**config.mk**
```make
export PLATFORM = sky130hd
export DESIGN_NAME = writeback_port_arbiter_flat
export DESIGN_NICKNAME = d
export VERILOG_FILES = /design/src/rtl/writeback_port_arbiter_pkg.sv /design/src/rtl/writeback_port_arbiter_if.sv /design/src/rtl/writeback_port_arbiter_wb_result_fifo.sv /design/src/rtl/writeback_port_arbiter.sv /design/src/flat_wrapper.sv
export SDC_FILE = /design/constraint.sdc
export NUM_CORES = 1
export LEC_CHECK = 0
export ABC_AREA = 1
export ABC_CLOCK_PERIOD_IN_PS = 3000
export BUFFER_PORTS_ARGS = -buffer_cell sky130_fd_sc_hd__buf_2
export CAP_MARGIN = 10
export CORE_MARGIN = 10
export CORE_UTILIZATION = 39
export DETAILED_ROUTE_END_ITERATION = 10
export GPL_TIMING_DRIVEN = 0
export SYNTH_ARGS = -nofsm -noshare
export SYNTH_HDL_FRONTEND = slang
export SYNTH_HIERARCHICAL = 1
export SYNTH_SLANG_ARGS = --single-unit
```
**constraint.sdc**
```tcl
create_clock -name clk -period 3 [get_ports clk]
set_input_delay 0.3 -clock clk [delete_from_list [all_inputs] [get_ports clk]]
set_output_delay 0.3 -clock clk [all_outputs]
set_load 0.01 [all_outputs]
```
**src/rtl/writeback_port_arbiter_pkg.sv**
```systemverilog
// Shared widths, the buffered-result entry type and a register-mask helper
// for the writeback port arbiter.
package writeback_port_arbiter_pkg;

   localparam int unsigned WB_XLEN    = 32;
   localparam int unsigned REG_ADDR_W = 5;
   localparam int unsigned NUM_REGS   = 32;

   typedef struct packed {
      logic [REG_ADDR_W-1:0] rd;
      logic [WB_XLEN-1:0]    data;
   } wb_entry_t;

   // One-hot register bit; x0 never produces a bit.
   function automatic logic [NUM_REGS-1:0] rd_bit(input logic [REG_ADDR_W-1:0] rd);
      rd_bit = '0;
      if (rd != '0) rd_bit[rd] = 1'b1;
   endfunction

endpackage

```
**src/rtl/writeback_port_arbiter_if.sv**
```systemverilog
// Writeback-stage, LLU handshake and register-file write-port signals
// of the writeback port arbiter.
interface writeback_port_arbiter_if
   import writeback_port_arbiter_pkg::*;
#(
   parameter int unsigned XLEN = WB_XLEN
);
   logic                  RegWriteW;
   logic [REG_ADDR_W-1:0] RdW;
   logic [XLEN-1:0]       ResultW;
   logic                  llu_valid;
   logic [REG_ADDR_W-1:0] llu_rd;
   logic [XLEN-1:0]       llu_data;
   logic                  llu_ready;
   logic                  stall_pipe;
   logic                  rf_we;
   logic [REG_ADDR_W-1:0] rf_waddr;
   logic [XLEN-1:0]       rf_wdata;
   logic [NUM_REGS-1:0]   llu_pending_mask;

   modport slave (
      input  RegWriteW, RdW, ResultW, llu_valid, llu_rd, llu_data,
      output llu_ready, stall_pipe, rf_we, rf_waddr, rf_wdata, llu_pending_mask
   );

   modport master (
      output RegWriteW, RdW, ResultW, llu_valid, llu_rd, llu_data,
      input  llu_ready, stall_pipe, rf_we, rf_waddr, rf_wdata, llu_pending_mask
   );

endinterface

```
**src/rtl/writeback_port_arbiter_wb_result_fifo.sv**
```systemverilog
// Small synchronous FIFO of LLU results with a per-entry valid/rd view
// so the owner can derive which registers are still pending.
module wb_result_fifo
   import writeback_port_arbiter_pkg::*;
#(
   parameter int unsigned DEPTH = 2,
   parameter int unsigned XLEN  = WB_XLEN,
   localparam int unsigned PTR_W = $clog2(DEPTH),
   localparam int unsigned CNT_W = PTR_W + 1
) (
   input  logic                            clk,
   input  logic                            rst,
   input  logic                            push,
   input  logic [REG_ADDR_W-1:0]           push_rd,
   input  logic [XLEN-1:0]                 push_data,
   input  logic                            pop,
   output logic [CNT_W-1:0]                count,
   output logic                            full,
   output logic [PTR_W-1:0]                head_ptr,
   output logic [REG_ADDR_W-1:0]           head_rd,
   output logic [XLEN-1:0]                 head_data,
   output logic [DEPTH-1:0]                entry_valid,
   output logic [DEPTH-1:0][REG_ADDR_W-1:0] entry_rd
);

   logic [REG_ADDR_W-1:0] rd_q   [DEPTH];
   logic [XLEN-1:0]       data_q [DEPTH];
   logic [PTR_W-1:0]      wr_ptr_q, rd_ptr_q;
   logic [CNT_W-1:0]      count_q;
   logic                  empty;
   logic                  push_ok, pop_ok;

   assign full    = (count_q == CNT_W'(DEPTH));
   assign empty   = (count_q == '0);
   assign push_ok = push && !full;
   assign pop_ok  = pop && !empty;

   // Pointers wrap naturally because DEPTH is a power of two.
   always_ff @(posedge clk or negedge rst) begin
      if (!rst) begin
         wr_ptr_q <= '0;
         rd_ptr_q <= '0;
         count_q  <= '0;
         for (int i = 0; i < DEPTH; i++) begin
            rd_q[i]   <= '0;
            data_q[i] <= '0;
         end
      end else begin
         if (push_ok) begin
            rd_q[wr_ptr_q]   <= push_rd;
            data_q[wr_ptr_q] <= push_data;
            wr_ptr_q         <= wr_ptr_q + 1'b1;
         end
         if (pop_ok) rd_ptr_q <= rd_ptr_q + 1'b1;
         count_q <= count_q + CNT_W'(push_ok) - CNT_W'(pop_ok);
      end
   end

   always_comb begin
      logic [PTR_W-1:0] off;
      off = '0;
      for (int i = 0; i < DEPTH; i++) begin
         off            = PTR_W'(i) - rd_ptr_q;
         entry_valid[i] = (CNT_W'(off) < count_q);
         entry_rd[i]    = rd_q[i];
      end
   end

   assign count     = count_q;
   assign head_ptr  = rd_ptr_q;
   assign head_rd   = rd_q[rd_ptr_q];
   assign head_data = data_q[rd_ptr_q];

endmodule

```
**src/rtl/writeback_port_arbiter.sv**
```systemverilog
// Shares the register-file write port between the writeback stage and buffered
// long-latency-unit results; stalls the pipeline when the LLU head starves.
module writeback_port_arbiter
   import writeback_port_arbiter_pkg::*;
#(
   parameter int unsigned FIFO_DEPTH = 2,
   parameter int unsigned MAX_WAIT   = 4,
   parameter int unsigned XLEN       = WB_XLEN
) (
   input  logic                      clk,
   input  logic                      rst,
   writeback_port_arbiter_if.slave   wb
);

   localparam int unsigned PTR_W  = $clog2(FIFO_DEPTH);
   localparam int unsigned CNT_W  = PTR_W + 1;
   localparam int unsigned WAIT_W = $clog2(MAX_WAIT + 1);

   logic [CNT_W-1:0]                      count;
   logic                                  full;
   logic [PTR_W-1:0]                      head_ptr;
   logic [REG_ADDR_W-1:0]                 head_rd;
   logic [XLEN-1:0]                       head_data;
   logic [FIFO_DEPTH-1:0]                 entry_valid;
   logic [FIFO_DEPTH-1:0][REG_ADDR_W-1:0] entry_rd;

   logic                  ready, push, pop;
   logic                  pipe_req, head_req, force_drain;
   logic                  stall, we;
   logic [REG_ADDR_W-1:0] waddr;
   logic [XLEN-1:0]       wdata;
   logic [WAIT_W-1:0]     wait_q, wait_d;
   logic [NUM_REGS-1:0]   mask_q, mask_d;

   // Ready comes from registered state only; gated so it stays low in reset.
   assign ready       = rst && !full;
   assign push        = wb.llu_valid && ready && (wb.llu_rd != '0);
   assign pipe_req    = wb.RegWriteW && (wb.RdW != '0);
   assign head_req    = (count != '0);
   assign force_drain = head_req && (wait_q == WAIT_W'(MAX_WAIT));

   wb_result_fifo #(
      .DEPTH (FIFO_DEPTH),
      .XLEN  (XLEN)
   ) u_fifo (
      .clk         (clk),
      .rst         (rst),
      .push        (push),
      .push_rd     (wb.llu_rd),
      .push_data   (wb.llu_data),
      .pop         (pop),
      .count       (count),
      .full        (full),
      .head_ptr    (head_ptr),
      .head_rd     (head_rd),
      .head_data   (head_data),
      .entry_valid (entry_valid),
      .entry_rd    (entry_rd)
   );

   always_comb begin
      pop   = 1'b0;
      stall = 1'b0;
      we    = 1'b0;
      waddr = head_req ? head_rd : '0;
      wdata = head_req ? head_data : '0;
      if (force_drain) begin
         stall = 1'b1;
         we    = (head_rd != '0);
         pop   = 1'b1;
      end else if (pipe_req) begin
         we    = 1'b1;
         waddr = wb.RdW;
         wdata = wb.ResultW;
      end else if (head_req) begin
         we  = (head_rd != '0);
         pop = 1'b1;
      end
      if (!rst) begin
         we    = 1'b0;
         stall = 1'b0;
         pop   = 1'b0;
      end
   end

   always_comb begin
      wait_d = wait_q;
      if (pop || !head_req) begin
         wait_d = '0;
      end else if (wait_q != WAIT_W'(MAX_WAIT)) begin
         wait_d = wait_q + 1'b1;
      end
   end

   // Mask of the next FIFO contents, so duplicate rds stay set until the last pops.
   always_comb begin
      mask_d = '0;
      for (int i = 0; i < FIFO_DEPTH; i++) begin
         if (entry_valid[i] && !(pop && (PTR_W'(i) == head_ptr))) begin
            mask_d = mask_d | rd_bit(entry_rd[i]);
         end
      end
      if (push) mask_d = mask_d | rd_bit(wb.llu_rd);
   end

   always_ff @(posedge clk or negedge rst) begin
      if (!rst) begin
         wait_q <= '0;
         mask_q <= '0;
      end else begin
         wait_q <= wait_d;
         mask_q <= mask_d;
      end
   end

   assign wb.llu_ready        = ready;
   assign wb.stall_pipe       = stall;
   assign wb.rf_we            = we;
   assign wb.rf_waddr         = waddr;
   assign wb.rf_wdata         = wdata;
   assign wb.llu_pending_mask = mask_q;

endmodule

```
**src/flat_wrapper.sv**
```systemverilog
// flat-port wrapper written by rule: the top's interface ports become plain ports
module writeback_port_arbiter_flat import writeback_port_arbiter_pkg::*;
#(
   parameter int unsigned FIFO_DEPTH = 2,
   parameter int unsigned MAX_WAIT   = 4,
   parameter int unsigned XLEN       = WB_XLEN
)
  (clk, rst, wb_RegWriteW, wb_RdW, wb_ResultW, wb_llu_valid, wb_llu_rd, wb_llu_data, wb_llu_ready, wb_stall_pipe, wb_rf_we, wb_rf_waddr, wb_rf_wdata, wb_llu_pending_mask);
  writeback_port_arbiter_if #(.XLEN(XLEN)) wb_i ();
  input  logic clk;
  input  logic rst;
  input wire logic [$bits(wb_i.RegWriteW)-1:0] wb_RegWriteW;
  input wire logic [$bits(wb_i.RdW)-1:0] wb_RdW;
  input wire logic [$bits(wb_i.ResultW)-1:0] wb_ResultW;
  input wire logic [$bits(wb_i.llu_valid)-1:0] wb_llu_valid;
  input wire logic [$bits(wb_i.llu_rd)-1:0] wb_llu_rd;
  input wire logic [$bits(wb_i.llu_data)-1:0] wb_llu_data;
  output wire logic [$bits(wb_i.llu_ready)-1:0] wb_llu_ready;
  output wire logic [$bits(wb_i.stall_pipe)-1:0] wb_stall_pipe;
  output wire logic [$bits(wb_i.rf_we)-1:0] wb_rf_we;
  output wire logic [$bits(wb_i.rf_waddr)-1:0] wb_rf_waddr;
  output wire logic [$bits(wb_i.rf_wdata)-1:0] wb_rf_wdata;
  output wire logic [$bits(wb_i.llu_pending_mask)-1:0] wb_llu_pending_mask;
  assign wb_i.RegWriteW = wb_RegWriteW;
  assign wb_i.RdW = wb_RdW;
  assign wb_i.ResultW = wb_ResultW;
  assign wb_i.llu_valid = wb_llu_valid;
  assign wb_i.llu_rd = wb_llu_rd;
  assign wb_i.llu_data = wb_llu_data;
  assign wb_llu_ready = wb_i.llu_ready;
  assign wb_stall_pipe = wb_i.stall_pipe;
  assign wb_rf_we = wb_i.rf_we;
  assign wb_rf_waddr = wb_i.rf_waddr;
  assign wb_rf_wdata = wb_i.rf_wdata;
  assign wb_llu_pending_mask = wb_i.llu_pending_mask;
  writeback_port_arbiter #(.FIFO_DEPTH(FIFO_DEPTH), .MAX_WAIT(MAX_WAIT), .XLEN(XLEN)) u_core (.clk(clk), .rst(rst), .wb(wb_i));
endmodule
```
After elaboration in Yosys (flattened, before gate mapping)
Index checks and enable logic that the tools add are counted.
{"block": "totals", "regBits": 113, "inputBits": 78, "out_inout_bits": 72, "word_cells": 108}
{"block": "op_classes", "add_sub_neg": 7, "n_lt_le_gt_ge": 11, "eq_ne": 3, "muxes": 44, "bitwise_logic": 5, "n_reduce_logical": 29}
{"operator": "two-way mux 32 bit", "n": 15}
{"operator": "bitwise mux 64 bit", "n": 1}
{"operator": "OR 32 bit", "n": 2}
{"operator": "two-way mux 5 bit", "n": 7}
{"operator": "demux 32 bit (select 1 bit)", "n": 1}
{"operator": "nonzero test 5 bit", "n": 5}
{"operator": "< comparator 5 x 6 -> 1 bit (second input constant)", "n": 3}
{"operator": "demux 1 bit (select 5 bit)", "n": 3}
{"operator": ">= comparator 5 x 1 -> 1 bit (second input constant)", "n": 3}
{"operator": "logical AND 1 bit", "n": 15}
{"operator": "two-way mux 1 bit", "n": 13}
{"operator": "bitwise mux 10 bit", "n": 1}
{"operator": "two-way mux 3 bit", "n": 2}
{"operator": "demux 5 bit (select 1 bit)", "n": 1}
{"operator": "zero test 1 bit", "n": 5}
{"operator": ">= comparator 2 bit (second input constant)", "n": 2}
{"operator": "< comparator 1 x 2 -> 1 bit", "n": 2}
{"operator": "inverter 1 -> 2 bit", "n": 2}
{"operator": "nonzero test 2 bit", "n": 2}
{"operator": "adder 3 x 1 -> 3 bit (second input constant)", "n": 1}
{"operator": "equality test 3 bit (second input constant)", "n": 1}
{"operator": "inequality test 3 bit (second input constant)", "n": 1}
{"operator": "adder 1 bit (second input constant)", "n": 2}
{"operator": "adder 2 x 1 -> 2 bit", "n": 1}
{"operator": "7 further kinds", "n": 8}

Logic depth before layout (Yosys ltp)
{"block": "depth", "depth_word": 13, "depth_mapped": 17, "mapped_depth_nobuf": 14}

Cells and area by module
Netlist, hierarchy kept.
{"mod": "wb_result_fifo", "instances": 1, "cells_each": 481, "area_per_inst_um2": 3783.6, "seq_area_each_um2": 1951.9}
{"mod": "writeback_port_arbiter", "instances": 1, "cells_each": 435, "area_per_inst_um2": 2742.6, "seq_area_each_um2": 875.8}

Worst setup path after synthesis
OpenSTA, ideal clock, no wires.
{"block": "synth_timing", "path_type": "register -> register", "startpoint": "reg u_core.u_fifo.count_q[0], in the netlist u_core/u_fifo/count[0]", "endpoint": "reg u_core.u_fifo.count_q[1], in the netlist u_core/u_fifo/count[1]", "setup_ns": 0.116, "arrival_time_ns": 2.283, "required_time_ns": 2.884, "slack_ns": 0.600, "stages_incl_launch_ff": 17, "path_buffers": 4, "period_less_slack_ns": 2.400, "cell_sequence": "dfrtp_1 inv_2 nand2_4 buf_6 buf_2 inv_2 nor3b_2 nand2_4 inv_1 buf_2 buf_6 nand2_1 ha_1 inv_1 ha_1 nand3_1 nand2_1"}
{"block": "synth_between", "elab_chain_cells": 8, "elab_cells_between_ends": 17, "cone_classes": "2 x add/sub; 1 x eq/ne; 4 x mux; 10 x reduce/logical"}
{"element": "start: declaration", "line_no": "writeback_port_arbiter_wb_result_fifo.sv:29", "rtl": "logic [CNT_W-1:0] count_q;"}
{"element": "start signal: assignment", "line_no": "writeback_port_arbiter_wb_result_fifo.sv:55", "rtl": "count_q <= count_q + CNT_W'(push_ok) - CNT_W'(pop_ok);"}
{"element": "equality test 2 bit", "line_no": "writeback_port_arbiter_wb_result_fifo.sv:33", "rtl": "assign full = (count_q == CNT_W'(DEPTH));"}
{"element": "net u_core.full", "line_no": "writeback_port_arbiter.sv:20", "rtl": "logic full;"}
{"element": "zero test 1 bit", "line_no": "writeback_port_arbiter.sv:36", "rtl": "assign ready = rst && !full;"}
{"element": "logical AND 1 bit", "line_no": "writeback_port_arbiter.sv:36"}
{"element": "logical AND 1 bit (2 in a row)", "line_no": "writeback_port_arbiter.sv:37", "rtl": "assign push = wb.llu_valid && ready && (wb.llu_rd != '0);"}
{"element": "net u_core.push", "line_no": "writeback_port_arbiter.sv:27", "rtl": "logic ready, push, pop;"}
{"element": "logical AND 1 bit", "line_no": "writeback_port_arbiter_wb_result_fifo.sv:35", "rtl": "assign push_ok = push && !full;"}
{"element": "adder 2 x 1 -> 2 bit", "line_no": "writeback_port_arbiter_wb_result_fifo.sv:55"}
{"element": "subtractor 2 x 1 -> 2 bit", "line_no": "writeback_port_arbiter_wb_result_fifo.sv:55"}
The timed path passes the listed nets, and every way through them passes these cells.
A chain may end at the register's enable or synchronous reset.

Worst setup path after layout
Same ends and word-level chain as after synthesis.

==> Implementation_results.wiki <==
{| class="wikitable"
! Metric !! Value
|-
| Result of the run || finished, final reports clean
|-
| Largest net degree at the start of global routing || 82
|-
| Number of antenna cells inserted || 0
|-
| Total vias in the final route || roughly 6,800
|-
| Number of global-route vias before repair || ~6,800
|-
| Sequential element share of the synthesized area || a little over two fifths
|-
| Number of standard cells in the final layout excluding fillers || 1,318
|-
| Initial cell density of the core || between 30% and 40%
|-
| Post-Syn Area per Cell || approximately 7.1 um2
|-
| Vias per inst || about 5.1
|-
| Yosys top cell by area || sky130_fd_sc_hd__dfrtp_1
|-
| Final HPWL DP || between 15,000 and 20,000 um
|-
| End point of the worst hold path || u_core/u_fifo/data_q[49]
|-
| Synth Area in XOR/XNOR || 0.134%
|-
| Total Routing Usage GR || approximately a fifth
|-
| Final core area utilization || about 50%
|-
| Final #Nets || about 1,200
|-
| Fill cell count || around 1,700
|-
| Maxcap violations || 0
|-
| Distinct cells, synth || 30
|-
| Port-buffer cells || 149
|-
| Root Buffer Master || sky130_fd_sc_hd__clkbuf_16
|-
| Arrival time of data at the critical path endpoint || 3.12 ns
|-
| Worst Slack Setup Final || around 0.19 ns
|-
| Number of slew-limit violations in the final report || 0
|-
| Depth of the worst register-to-register path || 16
|-
| Overall overflow remaining after global route || 0
|-
| Placement-stage worst setup slack || between 0.04 and 0.05 ns
|-
| Worst max-slew margin expressed relative to the limit || a little over half
|-
| H-tree lvl count || 4
|-
| Total power draw || just over 8000 uW
|-
| Clock Skews || around 0.010 ns
|-
| Compound-Gate Fraction of Synth Area || 0.844%
|-
| Start point of the worst hold path || wb_llu_data[17]
|-
| Kind of critical path || reg -> reg
|-
| Worst reg-to-reg setup slack || ~0.19 ns
|-
| Hold-critical path depth || 3
|-
| Post-Synthesis Cells || slightly above 900
|-
| Overall die height || between 100 and 150 um
|-
| Top cell types by occurrence after synthesis || sky130_fd_sc_hd__nand2_1, sky130_fd_sc_hd__nand3_1, sky130_fd_sc_hd__dfrtp_1
|-
| Total clock buffers created by CTS || 17
|-
| Clock latency of the later-clocked register in the worst-skew pair || about 0.42 ns
|-
| Highest achievable clock rate || between 0.3 and 0.4 GHz
|-
| Clock slew at the register clock pins of the worst setup and hold paths || ~0.050 ns
|-
| Data required, critical path || 3.31 ns
|-
| Share of synthesized flip-flops with an asynchronous set or reset || 100%
|-
| Avg WL per Cell || 16.8 um
|-
| Worst Max-Slew Pin Slew || slightly below 0.7 ns
|-
| Unrepaired setup endpoints after global routing || false
|-
| EDFF count, synth || 0
|-
| Initial DRC count || around 470
|-
| Placed Cells incl. Taps || 1,286
|-
| First-pass GRT wire length || around 36,000 um
|-
| Ports placed on the boundary || 150
|-
| Ratio of final minimum period to clock period || 93.8%
|-
| Post-synthesis mux area share || 0%
|-
| Reg-to-reg startpoint || u_core/u_fifo/count[0]
|-
| Die outline area || roughly 22,000 um2
|-
| Worst setup SP type || flip-flop
|-
| Remaining number of nets flagged by the antenna check after routing || 0
|-
| Number of remaining DRC errors || 0
|-
| Crit path max fanout || 10
|-
| Final Hold Fails || 0
|-
| GPL Wtd Cong || slightly above 0.9
|-
| Area overhead of the layout relative to synthesis || 25.6%
|-
| Ratio of cells with drive above 1 in the final layout || a little under a quarter
|-
| Post-route minimum period || 2.81 ns
|-
| Leading cell types by total area after synthesis || sky130_fd_sc_hd__dfrtp_1, sky130_fd_sc_hd__nand2_1, sky130_fd_sc_hd__nand4_1
|-
| CTS tree || done
|-
| Number of rows created at floorplan || 47
|-
| Total of warnings raised by yosys || 6
|-
| Primary flip-flop cell chosen by synthesis mapping || sky130_fd_sc_hd__dfrtp_1
|-
| Most instantiated library cell after synthesis || sky130_fd_sc_hd__nand2_1
|-
| Die span in x || about 150 um
|-
| Aggregate routed wire length || around 22,000 um
|-
| Clock tree sinks || approximately 110
|-
| Post-CTS Setup Bufs || 0
|-
| Endpoint class of the critical path || flip-flop
|-
| # setup viols final || 0
|-
| Initial antenna violation count || 0
|-
| Adder and majority cell fraction of the synthesized area || 0.767%
|-
| Static Leak || 0.00458 uW
|-
| Buffers from clock root to sink, at most || 2
|-
| Net Count, Synth || 998
|-
| Total power divided by cell area || around 980 nW/um2
|-
| Area fraction in and, or, nand and nor cells after synthesis || between 40% and 50%
|-
| Dominant combinational cell family by area after synthesis || simple AND/OR/NAND/NOR gates
|-
| Worst IR Drop VDD || 0.000510 V
|-
| Synth Cell Area || about 6500 um2
|-
| Register bit count reported by yosys || about 110
|-
| Tightest hold margin || 0.146 ns
|-
| Share of Yosys cell area claimed by the top area cell type || between 40 and 50%
|-
| Worst min-delay path category || in -> reg
|-
| FF-to-FF End || u_core/u_fifo/count[1]
|-
| Core Box Area || between 15,000 and 20,000 um2
|-
| Count of TritonRoute iterations in the first routing pass || 5
|}
metrics by stage:
stage	TNS [ns]	cell area, um2
detailed placement	0	7580
floorplan	0	6530
global route	0	8200
CTS	0	8190
finish	0	8200
global placement	-105.95	7550
logic make-up (layout without fill, tap and decap cells):
logic type	Yosys count	in the layout
simple gates	681	681
flops	113	113
buf+inv	106	288
compound gates	10	10
fa+ha+maj	4	4
other cells	1	1
xor+xnor	1	1
cells in the final DEF (no fill, tap or decap), types with 8 or more instances in the layout:
master,Yosys,routed
sky130_fd_sc_hd__dfrtp_1,113,113
sky130_fd_sc_hd__nand3_1,114,114
sky130_fd_sc_hd__buf_4,8,8
sky130_fd_sc_hd__clkbuf_16,0,17
sky130_fd_sc_hd__buf_2,34,181
sky130_fd_sc_hd__clkbuf_1,10,11
sky130_fd_sc_hd__nand4_1,105,105
sky130_fd_sc_hd__nand2_1,388,388
sky130_fd_sc_hd__nor2_1,52,52
sky130_fd_sc_hd__inv_1,36,36
where the power goes:
part,internal (uW),switching (uW),leakage (uW),total [uW]
combinational,1130,2460,0.00283,3590
clock,1280,678,0.000291,1950
sequential,2090,413,0.00146,2510
sequential cells by signal (all words and copies together), names as in the netlist:
| register | count |
|---|---|
| u_core/u_fifo/count | 2 |
| u_core/u_fifo/wr_ptr_q | 1 |
| u_core/u_fifo/data_q | 64 |
| u_core/wb.llu_pending_mask | 32 |
| u_core/wait_q | 3 |
| u_core/u_fifo/head_ptr | 1 |
| u_core/u_fifo/entry_rd | 10 |
repair_timing:
| action | 4_1_cts | 5_1_grt |
|---|---|---|
| resized for setup | 0 | 2 |
| endpoints found under the setup margin | 0 | 2 |
| hold buffers | 2 | 0 |
| hold endpoints to repair | 35 | 0 |
how the worst max path moves through the flow:
stage | start | endpoint | slack [ns] | cells after the start
after floorplan | u_core/u_fifo/count[0] | u_core/u_fifo/count[1] | 0.60 | 16
after global placement | rst | u_core/u_fifo/count[1] | -1.41 | 13
after detailed placement | rst | u_core/u_fifo/count[1] | 0.04 | 14
after CTS | u_core/u_fifo/count[0] | u_core/u_fifo/count[1] | 0.07 | 16
after global routing | u_core/u_fifo/count[0] | u_core/u_fifo/count[1] | 0.009 | 16
final | u_core/u_fifo/count[0] | u_core/u_fifo/count[1] | 0.19 | 16
layout make-up:
type                       count  area (um2)  area share, %
timing repair buffer         152         810           9.88
clock buffer                  25         526           6.41
clock inverter                 5        50.0          0.611
buffer                        62         345           4.21
sequential                   113        2830           34.5
tap                          220         275           3.36
multi-input combinational    697        3200           39.0
inverter                      44         165           2.02
per-layer routing:
| metal | global-route usage (%) | vias to the layer above | routed length (um) |
|---|---|---|---|
| li1 | - | 3370 | - |
| met1 | 24.8 | 3128 | 9510 |
| met2 | 33.4 | 236 | 10900 |
| met3 | 4.95 | 25 | 1400 |
| met4 | 6.72 | 0 | 336 |
| met5 | 0 | - | 0 |
critical path: stages (launching register included):
cell and delay [ns]:
sky130_fd_sc_hd__dfrtp_1 0.45, sky130_fd_sc_hd__inv_2 0.09, sky130_fd_sc_hd__nand2_4 0.12, sky130_fd_sc_hd__buf_6 0.15, sky130_fd_sc_hd__clkbuf_4 0.23, sky130_fd_sc_hd__inv_2 0.07
sky130_fd_sc_hd__nor3b_4 0.29, sky130_fd_sc_hd__nand2_4 0.15, sky130_fd_sc_hd__inv_1 0.08, sky130_fd_sc_hd__buf_2 0.17, sky130_fd_sc_hd__buf_6 0.15, sky130_fd_sc_hd__nand2_1 0.09
sky130_fd_sc_hd__ha_1 0.28, sky130_fd_sc_hd__inv_1 0.04, sky130_fd_sc_hd__ha_1 0.18, sky130_fd_sc_hd__nand3_1 0.09, sky130_fd_sc_hd__nand2_1 0.05
(Power assumes the default switching activity.)
